===== src/rtl/lsu_ctrl.sv =====
// Load/store unit: alignment check, single-op memory sequencing, timeout,
// and a registered valid/ready response buffer towards writeback.
package lsu_pkg;
    typedef enum logic [1:0] {
        DB = 2'd0,
        DH = 2'd1,
        DW = 2'd2
    } data_width_t;
endpackage

module lsu_ctrl
    import lsu_pkg::*;
#(
    parameter int TIMEOUT = 8,
    parameter int CNT_W   = $clog2(TIMEOUT + 1)
) (
    input  logic        clk,
    input  logic        rst_n,
    input  logic        req_valid,
    output logic        req_ready,
    input  logic        req_we,
    input  logic [31:0] req_addr,
    input  logic [31:0] req_wdata,
    input  data_width_t req_dw,
    input  logic        req_sign,
    input  logic [4:0]  req_rd,
    output logic        resp_valid,
    input  logic        resp_ready,
    output logic [31:0] resp_rdata,
    output logic [4:0]  resp_rd,
    output logic        resp_err,
    output logic        mem_en,
    output logic        mem_rw,
    output logic [31:0] addr,
    output logic [31:0] wdata,
    output logic        sign_ex,
    output data_width_t dw,
    input  logic        data_ready,
    input  logic [31:0] memory
);

    typedef enum logic [1:0] {IDLE, ISSUE, WAIT, RESP} state_t;

    state_t      state_q, state_d;
    logic        mem_en_q, mem_en_d;
    logic        mem_rw_q, mem_rw_d;
    logic [31:0] addr_q, addr_d;
    logic [31:0] wdata_q, wdata_d;
    logic        sign_ex_q, sign_ex_d;
    data_width_t dw_q, dw_d;
    logic        resp_valid_q, resp_valid_d;
    logic [31:0] resp_rdata_q, resp_rdata_d;
    logic [4:0]  resp_rd_q, resp_rd_d;
    logic        resp_err_q, resp_err_d;
    logic [CNT_W-1:0] cnt_q, cnt_d;
    logic        misaligned;

    always_comb begin
        misaligned = 1'b0;
        unique case (req_dw)
            DH:      misaligned = req_addr[0];
            DW:      misaligned = |req_addr[1:0];
            default: misaligned = 1'b0;
        endcase
    end

    always_comb begin
        state_d      = state_q;
        mem_en_d     = mem_en_q;
        mem_rw_d     = mem_rw_q;
        addr_d       = addr_q;
        wdata_d      = wdata_q;
        sign_ex_d    = sign_ex_q;
        dw_d         = dw_q;
        resp_valid_d = resp_valid_q;
        resp_rdata_d = resp_rdata_q;
        resp_rd_d    = resp_rd_q;
        resp_err_d   = resp_err_q;
        cnt_d        = cnt_q;
        unique case (state_q)
            IDLE: begin
                if (req_valid) begin
                    if (misaligned) begin
                        state_d      = RESP;
                        resp_valid_d = 1'b1;
                        resp_err_d   = 1'b1;
                        resp_rdata_d = 32'd0;
                        resp_rd_d    = req_we ? 5'd0 : req_rd;
                    end else begin
                        state_d   = ISSUE;
                        mem_en_d  = 1'b1;
                        mem_rw_d  = req_we;
                        addr_d    = req_addr;
                        wdata_d   = req_wdata;
                        sign_ex_d = req_sign;
                        dw_d      = req_dw;
                        resp_rd_d = req_rd;
                    end
                end
            end
            ISSUE: begin
                mem_en_d = 1'b0;
                cnt_d    = '0;
                state_d  = mem_rw_q ? IDLE : WAIT;
            end
            WAIT: begin
                if (data_ready) begin
                    state_d      = RESP;
                    resp_valid_d = 1'b1;
                    resp_err_d   = 1'b0;
                    resp_rdata_d = memory;
                end else if (cnt_q == CNT_W'(TIMEOUT - 1)) begin
                    // Counter parks here, so it saturates instead of wrapping.
                    state_d      = RESP;
                    resp_valid_d = 1'b1;
                    resp_err_d   = 1'b1;
                    resp_rdata_d = 32'd0;
                end else begin
                    cnt_d = cnt_q + CNT_W'(1);
                end
            end
            RESP: begin
                if (resp_ready) begin
                    state_d      = IDLE;
                    resp_valid_d = 1'b0;
                end
            end
            default: state_d = IDLE;
        endcase
    end

    always_ff @(posedge clk) begin
        if (!rst_n) begin
            state_q      <= IDLE;
            mem_en_q     <= 1'b0;
            mem_rw_q     <= 1'b0;
            addr_q       <= 32'd0;
            wdata_q      <= 32'd0;
            sign_ex_q    <= 1'b0;
            dw_q         <= DW;
            resp_valid_q <= 1'b0;
            resp_rdata_q <= 32'd0;
            resp_rd_q    <= 5'd0;
            resp_err_q   <= 1'b0;
            cnt_q        <= '0;
        end else begin
            state_q      <= state_d;
            mem_en_q     <= mem_en_d;
            mem_rw_q     <= mem_rw_d;
            addr_q       <= addr_d;
            wdata_q      <= wdata_d;
            sign_ex_q    <= sign_ex_d;
            dw_q         <= dw_d;
            resp_valid_q <= resp_valid_d;
            resp_rdata_q <= resp_rdata_d;
            resp_rd_q    <= resp_rd_d;
            resp_err_q   <= resp_err_d;
            cnt_q        <= cnt_d;
        end
    end

    assign req_ready  = rst_n && (state_q == IDLE);
    assign mem_en     = mem_en_q;
    assign mem_rw     = mem_rw_q;
    assign addr       = addr_q;
    assign wdata      = wdata_q;
    assign sign_ex    = sign_ex_q;
    assign dw         = dw_q;
    assign resp_valid = resp_valid_q;
    assign resp_rdata = resp_rdata_q;
    assign resp_rd    = resp_rd_q;
    assign resp_err   = resp_err_q;

endmodule


===== config.mk =====
export PLATFORM = sky130hd
export DESIGN_NAME = lsu_ctrl
export DESIGN_NICKNAME = d
export VERILOG_FILES = /design/src/rtl/lsu_ctrl.sv
export SDC_FILE = /design/constraint.sdc
export NUM_CORES = 1
export LEC_CHECK = 0
export CELL_PAD_IN_SITES_DETAIL_PLACEMENT = 1
export CELL_PAD_IN_SITES_GLOBAL_PLACEMENT = 1
export CORE_MARGIN = 2
export CORE_UTILIZATION = 25
export CTS_CLUSTER_SIZE = 24
export DETAILED_ROUTE_END_ITERATION = 8
export HOLD_SLACK_MARGIN = 0.1
export PLACE_DENSITY = 0.65
export SETUP_SLACK_MARGIN = 0.1
export SYNTH_ARGS = -nofsm -noshare
export SYNTH_HDL_FRONTEND = slang
export SYNTH_SLANG_ARGS = --single-unit
export TNS_END_PERCENT = 30

===== constraint.sdc =====
create_clock -name clk -period 2.4 [get_ports clk]
set_input_delay 0.48 -clock clk [delete_from_list [all_inputs] [get_ports clk]]
set_output_delay 0.48 -clock clk [all_outputs]
set_load 0.05 [all_outputs]

======== Yosys cells after proc, flatten, opt, wreduce, memory -nomap -nowiden ========
Index checks and enable logic that the tools add are counted.
storage, ports and cells
  register bits ........................... 114
  word-level logic and storage cells ...... 70
  input bits .............................. 110
operators by class
  $add $sub $neg .......................... 1
  equal/unequal tests ..................... 13
  reductions and logical operators ........ 14
  bitwise operators ....................... 1
  mux-type cells .......................... 29
operators with widths
  kind                 count
  $mux 32              4
  $pmux 32 s2          1
  $mux 2               6
  $ne 2x2->1 const B   6
  $reduce_and 3->1     4
  $mux 5               2
  $mux 1               8
  $mux 4               2
  $pmux 2 s4           1
  $pmux 4 s2           1
  $eq 2x2->1 const B   3
  $pmux 1 s2           3
  $reduce_bool 2->1    3
  $reduce_and 5->1     1
  $add 4x1->4 const B  1
  $eq 2x1->1 const B   2
  $eq 4x3->1 const B   1
  $reduce_and 4->1     1
  $ne 3x3->1 const B   1
  $pmux 1 s3           1
  $reduce_bool 3->1    1
  $logic_not 2->1      1
  $reduce_and 2->1     1
  $reduce_or 2->1      1
  2 further kinds      2

======== Longest topological paths before layout ========
  word-level depth ........................ 5
  depth in mapped cells ................... 8

======== Worst setup path before layout ========
OpenSTA, ideal clock, no wires.
  path kind ............................... input-to-output
  start point ............................. in rst_n
  end point ............................... out req_ready
  stages on the path ...................... 3
  setup slack ............................. 0.477 ns
  data required time ...................... 1.920 ns
  arrival time ............................ 1.443 ns
  path buffers ............................ 2
  cells stage by stage .................... clkbuf_1 -> clkbuf_1 -> and3_1
on the way
  cells in the longest elaborated chain, start to end .. 1
RTL lines
  item               line  text
  from (decl)        18    input logic rst_n,
  $logic_and 1x1->1  162   assign req_ready = rst_n && (state_q == IDLE);
  to (decl)          20    output logic req_ready,
Every way passes these cells.

======== Worst setup path in the final report ========
  start point ............................. reg mem_rw_q, in the netlist mem_rw
  end point ............................... out mem_rw
RTL lines
  item                    line  text
  from (decl)             46    logic mem_rw_q, mem_rw_d;
  from (signal assigned)  149   mem_rw_q <= mem_rw_d;
  to (decl)               33    output logic mem_rw,
No word-level cell between the ends.

==> results.py <==
metrics = {
    "run_status": {
        "outcome": "complete, no violations",
    },
    "logic_synthesis": {
        "synth_seq_area_share": 0.4358,
        "ys_warn_count": 0,
        "synth_nets": 726,
        "synth_top_area_frac": 0.4358,
        "synth_area_per_cell_um2": 8.542,
        "synthCells": 613,
        "syn_area_mm2": 0.005236,
        "synth-main-ff-cell": "dfxtp_1",
        "async_flop_share": 0,
        "synth_cell_types": 47,
        "yosysTopAreaCell": "dfxtp_1",
        "synth-seq-cells": 114,
        "synth-edff-count": 0,
        "synthTopCellsByArea": "dfxtp_1, mux2i_1, nand2_1, o2111ai_1, and2_1",
    },
    "hold_path": {
        "holdPathStages": 2,
        "hp-class": "flip-flop to flip-flop",
        "hold_start": "mem_en$_SDFFE_PN0P_",
        "whs_endpoint": "mem_en$_SDFFE_PN0P_",
    },
    "clock_network": {
        "hold_buffers": 0,
        "root_buffer": "clkbuf_16",
        "cts.htree.levels": 4,
        "post_cts_resized": 0,
        "insertion_delay_ps": 420,
        "cts_made_buffers": 17,
        "path_clk_slew_ps": 50,
        "tritoncts": "done",
        "clock_sinks": 114,
        "clk_path_buf_depth": 2,
        "post-cts-setup-buffers": 0,
    },
    "die": {
        "initial_core_util": 0.2571,
        "die-area_mm2": 0.02212,
        "die_w_um": 148.7,
        "core_mm2": 0.02036,
        "io_pins": 219,
        "die_height_um": 148.7,
        "rows": 52,
    },
    "global_route": {
        "grt_max_degree": 84,
        "grt_usage": 0.1741,
        "gr-total-overflow": 0,
        "antenna_found_initial": 1,
        "grt_pass1_vias": 5673,
        "grt_pass1_wl_um": 30150,
    },
    "layout": {
        "final_cells": 1093,
        "area_delta_synth_final_pct": 61.31,
        "final_area_mm2": 0.008447,
        "nets": 923,
        "n_fill_cell": 2288,
        "final_core_util": 0.4148,
        "drive_above_1_share": 0.07056,
    },
    "setup_path": {
        "crit_arrival_ps": 1690,
        "worst-path-buf-inv": 1,
        "crit_chain": "clkdlybuf4s50_1",
        "r2r_cells": 3,
        "cp_top_family": "buffers and inverters",
        "crit_path_end_kind": "primary output",
        "r2r_end": "cnt_q[3]$_SDFFE_PN0P_",
        "r2r_start": "state_q[0]$_SDFFE_PN0P_",
        "crit_path_start_kind": "flip-flop",
        "ff2ff_setup_slack_ps": 660,
        "slowest_stage": "clkdlybuf4s50_1",
        "worstPathRequired_ps": 1920,
        "critPathLaunch": "mem_rw$_SDFFE_PN0P_",
        "cpPeakStageDelay_ps": 910,
        "criticalPathCategory": "flip-flop to primary output",
        "crit_fanout": 3,
    },
    "place": {
        "place_area_mm2": 0.007765,
        "post-place-cells": 1061,
        "place_hpwl_um": 13540,
        "gp_congestion": 0.7737,
        "port_buffers": 218,
    },
    "sta": {
        "rsz0062_at_grt": "no",
        "fin_hold_ws_ps": 448.7,
        "setup_viol": 0,
        "slew_headroom": 0.5771,
        "fin_tns_setup_ps": 0,
        "clock.fmax_ghz": 0.4604,
        "final-max-slew-violation-count": 0,
        "clock_skew_ps": 11.07,
        "finalHoldViolCount": 0,
        "post-route-period-util": 0.9051,
        "worst_slew_pin_slew_ps": 632.4,
        "fin_crit_ps": 2172,
    },
    "route": {
        "wl_per_cell_um": 17.42,
        "vias_per_cell": 4.830,
        "drt_first_iter_violations": 202,
        "drtAntennaViolNets": 0,
        "drc": 0,
        "drt_first_pass_iters": 4,
        "vias": 5279,
        "wirelength_um": 19040,
    },
    "run": {
        "maxCapViolCount": 0,
    },
    "power_and_ir_drop": {
        "ir_drop_v": 0.0004694,
        "leakage_nw": 3.267,
        "p_per_area_mw_per_mm2": 803.7,
    },
}
## per-layer routing
metal	track usage	wire, µm	vias up
met4	0.06952	397	0
met2	0.3109	9820	133
met3	0.05675	1207	24
met5	0	0	-
met1	0.1907	7611	2574
li1	-	-	2548
## placed cells by master, fill, tap and decap left out, drive strengths merged, types with 2 or more instances in the layout
cell type and count:
nand2 168, nand4 33, nor2 3, inv 8
nor3b 2, and3 7, bufinv 7, clkinv 3
and2 33, nand3b 2, a32o 5, o2111ai 34
o211ai 5, clkbuf 20, o21ai 5, mux2i 67
ha 3, nand2b 4, buf 24, clkdlybuf4s50 216
dfxtp 114, nand3 34, a21oi 3
## logic make-up (layout without fill, tap and decap cells)
| family | count (synthesis) | count (layout) | share of synthesized area |
|---|---|---|---|
| AO/OA/AOI/OAI | 62 | 62 | 0.09749 |
| buffers and inverters | 70 | 279 | 0.06069 |
| other | 0 | 1 | 0 |
| flip-flops | 114 | 114 | 0.4358 |
| AND/OR/NAND/NOR | 297 | 297 | 0.2707 |
| adder cells (fa/ha/maj) | 3 | 3 | 0.007169 |
| multiplexers | 67 | 67 | 0.1281 |
## cells in the mapped netlist, types with 2 or more instances
master / count
o2111ai_1: 34
inv_1: 6
nand2b_1: 4
a32o_1: 5
ha_1: 3
and3_1: 7
inv_2: 2
nand3_1: 34
o21ai_1: 4
dfxtp_1: 114
buf_6: 3
buf_4: 4
and2_1: 33
clkbuf_1: 39
mux2i_1: 67
nor2_1: 3
nand2_1: 168
a21oi_1: 3
buf_1: 2
buf_2: 14
nand3b_1: 2
nand4_1: 33
o211ai_1: 5
## final cells by class
cell class / instances / area, µm² / share of cell area
Inverter: 8 / 30.03 / 0.003555
Clock buffer: 20 / 446.7 / 0.05288
Timing Repair Buffer: 240 / 2467 / 0.2921
Tap cell: 270 / 337.8 / 0.03999
Multi-Input combinational cell: 429 / 2648 / 0.3134
Antenna cell: 1 / 2.502 / 0.0002963
Sequential cell: 114 / 2282 / 0.2702
Clock inverter: 11 / 232.7 / 0.02755
## flip-flops by register name, summed over array words and instances, names as in the netlist
signal / cells
sign_ex: 1
resp_err: 1
addr: 32
wdata: 32
mem_rw: 1
dw: 2
resp_rdata: 32
resp_valid: 1
cnt_q: 4
state_q: 2
resp_rd: 5
mem_en: 1
## worst max-delay path by stage
stage / end / cells past startpoint / slack, ps
floorplan: req_ready / 3 / 480
global placement: addr[22]$_SDFFE_PN0P_ / 7 / 110
detailed placement: addr[29]$_SDFFE_PN0P_ / 7 / -10
CTS: mem_rw / 1 / 180
global route: mem_rw / 1 / 170
finish: mem_rw / 1 / 230
## where the power goes
part | total [W] | switching (W) | internal, W
logic | 0.00168 | 0.00102 | 0.000656
clock network | 0.00296 | 0.000895 | 0.00207
registers | 0.00215 | 0.0000968 | 0.00205
## per-stage QoR
| stage | total power [W] | worst slack [ps] |
|---|---|---|
| 6_report | 0.006788 | 227.8 |
| 5_1_grt | 0.007069 | 170.5 |
| 4_1_cts | 0.006888 | 182.3 |
| 3_5_place_dp | 0.003877 | -9.578 |
| 3_3_place_gp | 0.003846 | 109.9 |
| 2_1_floorplan | 0.003178 | 477.1 |
Power figures use the tool's default switching activity.
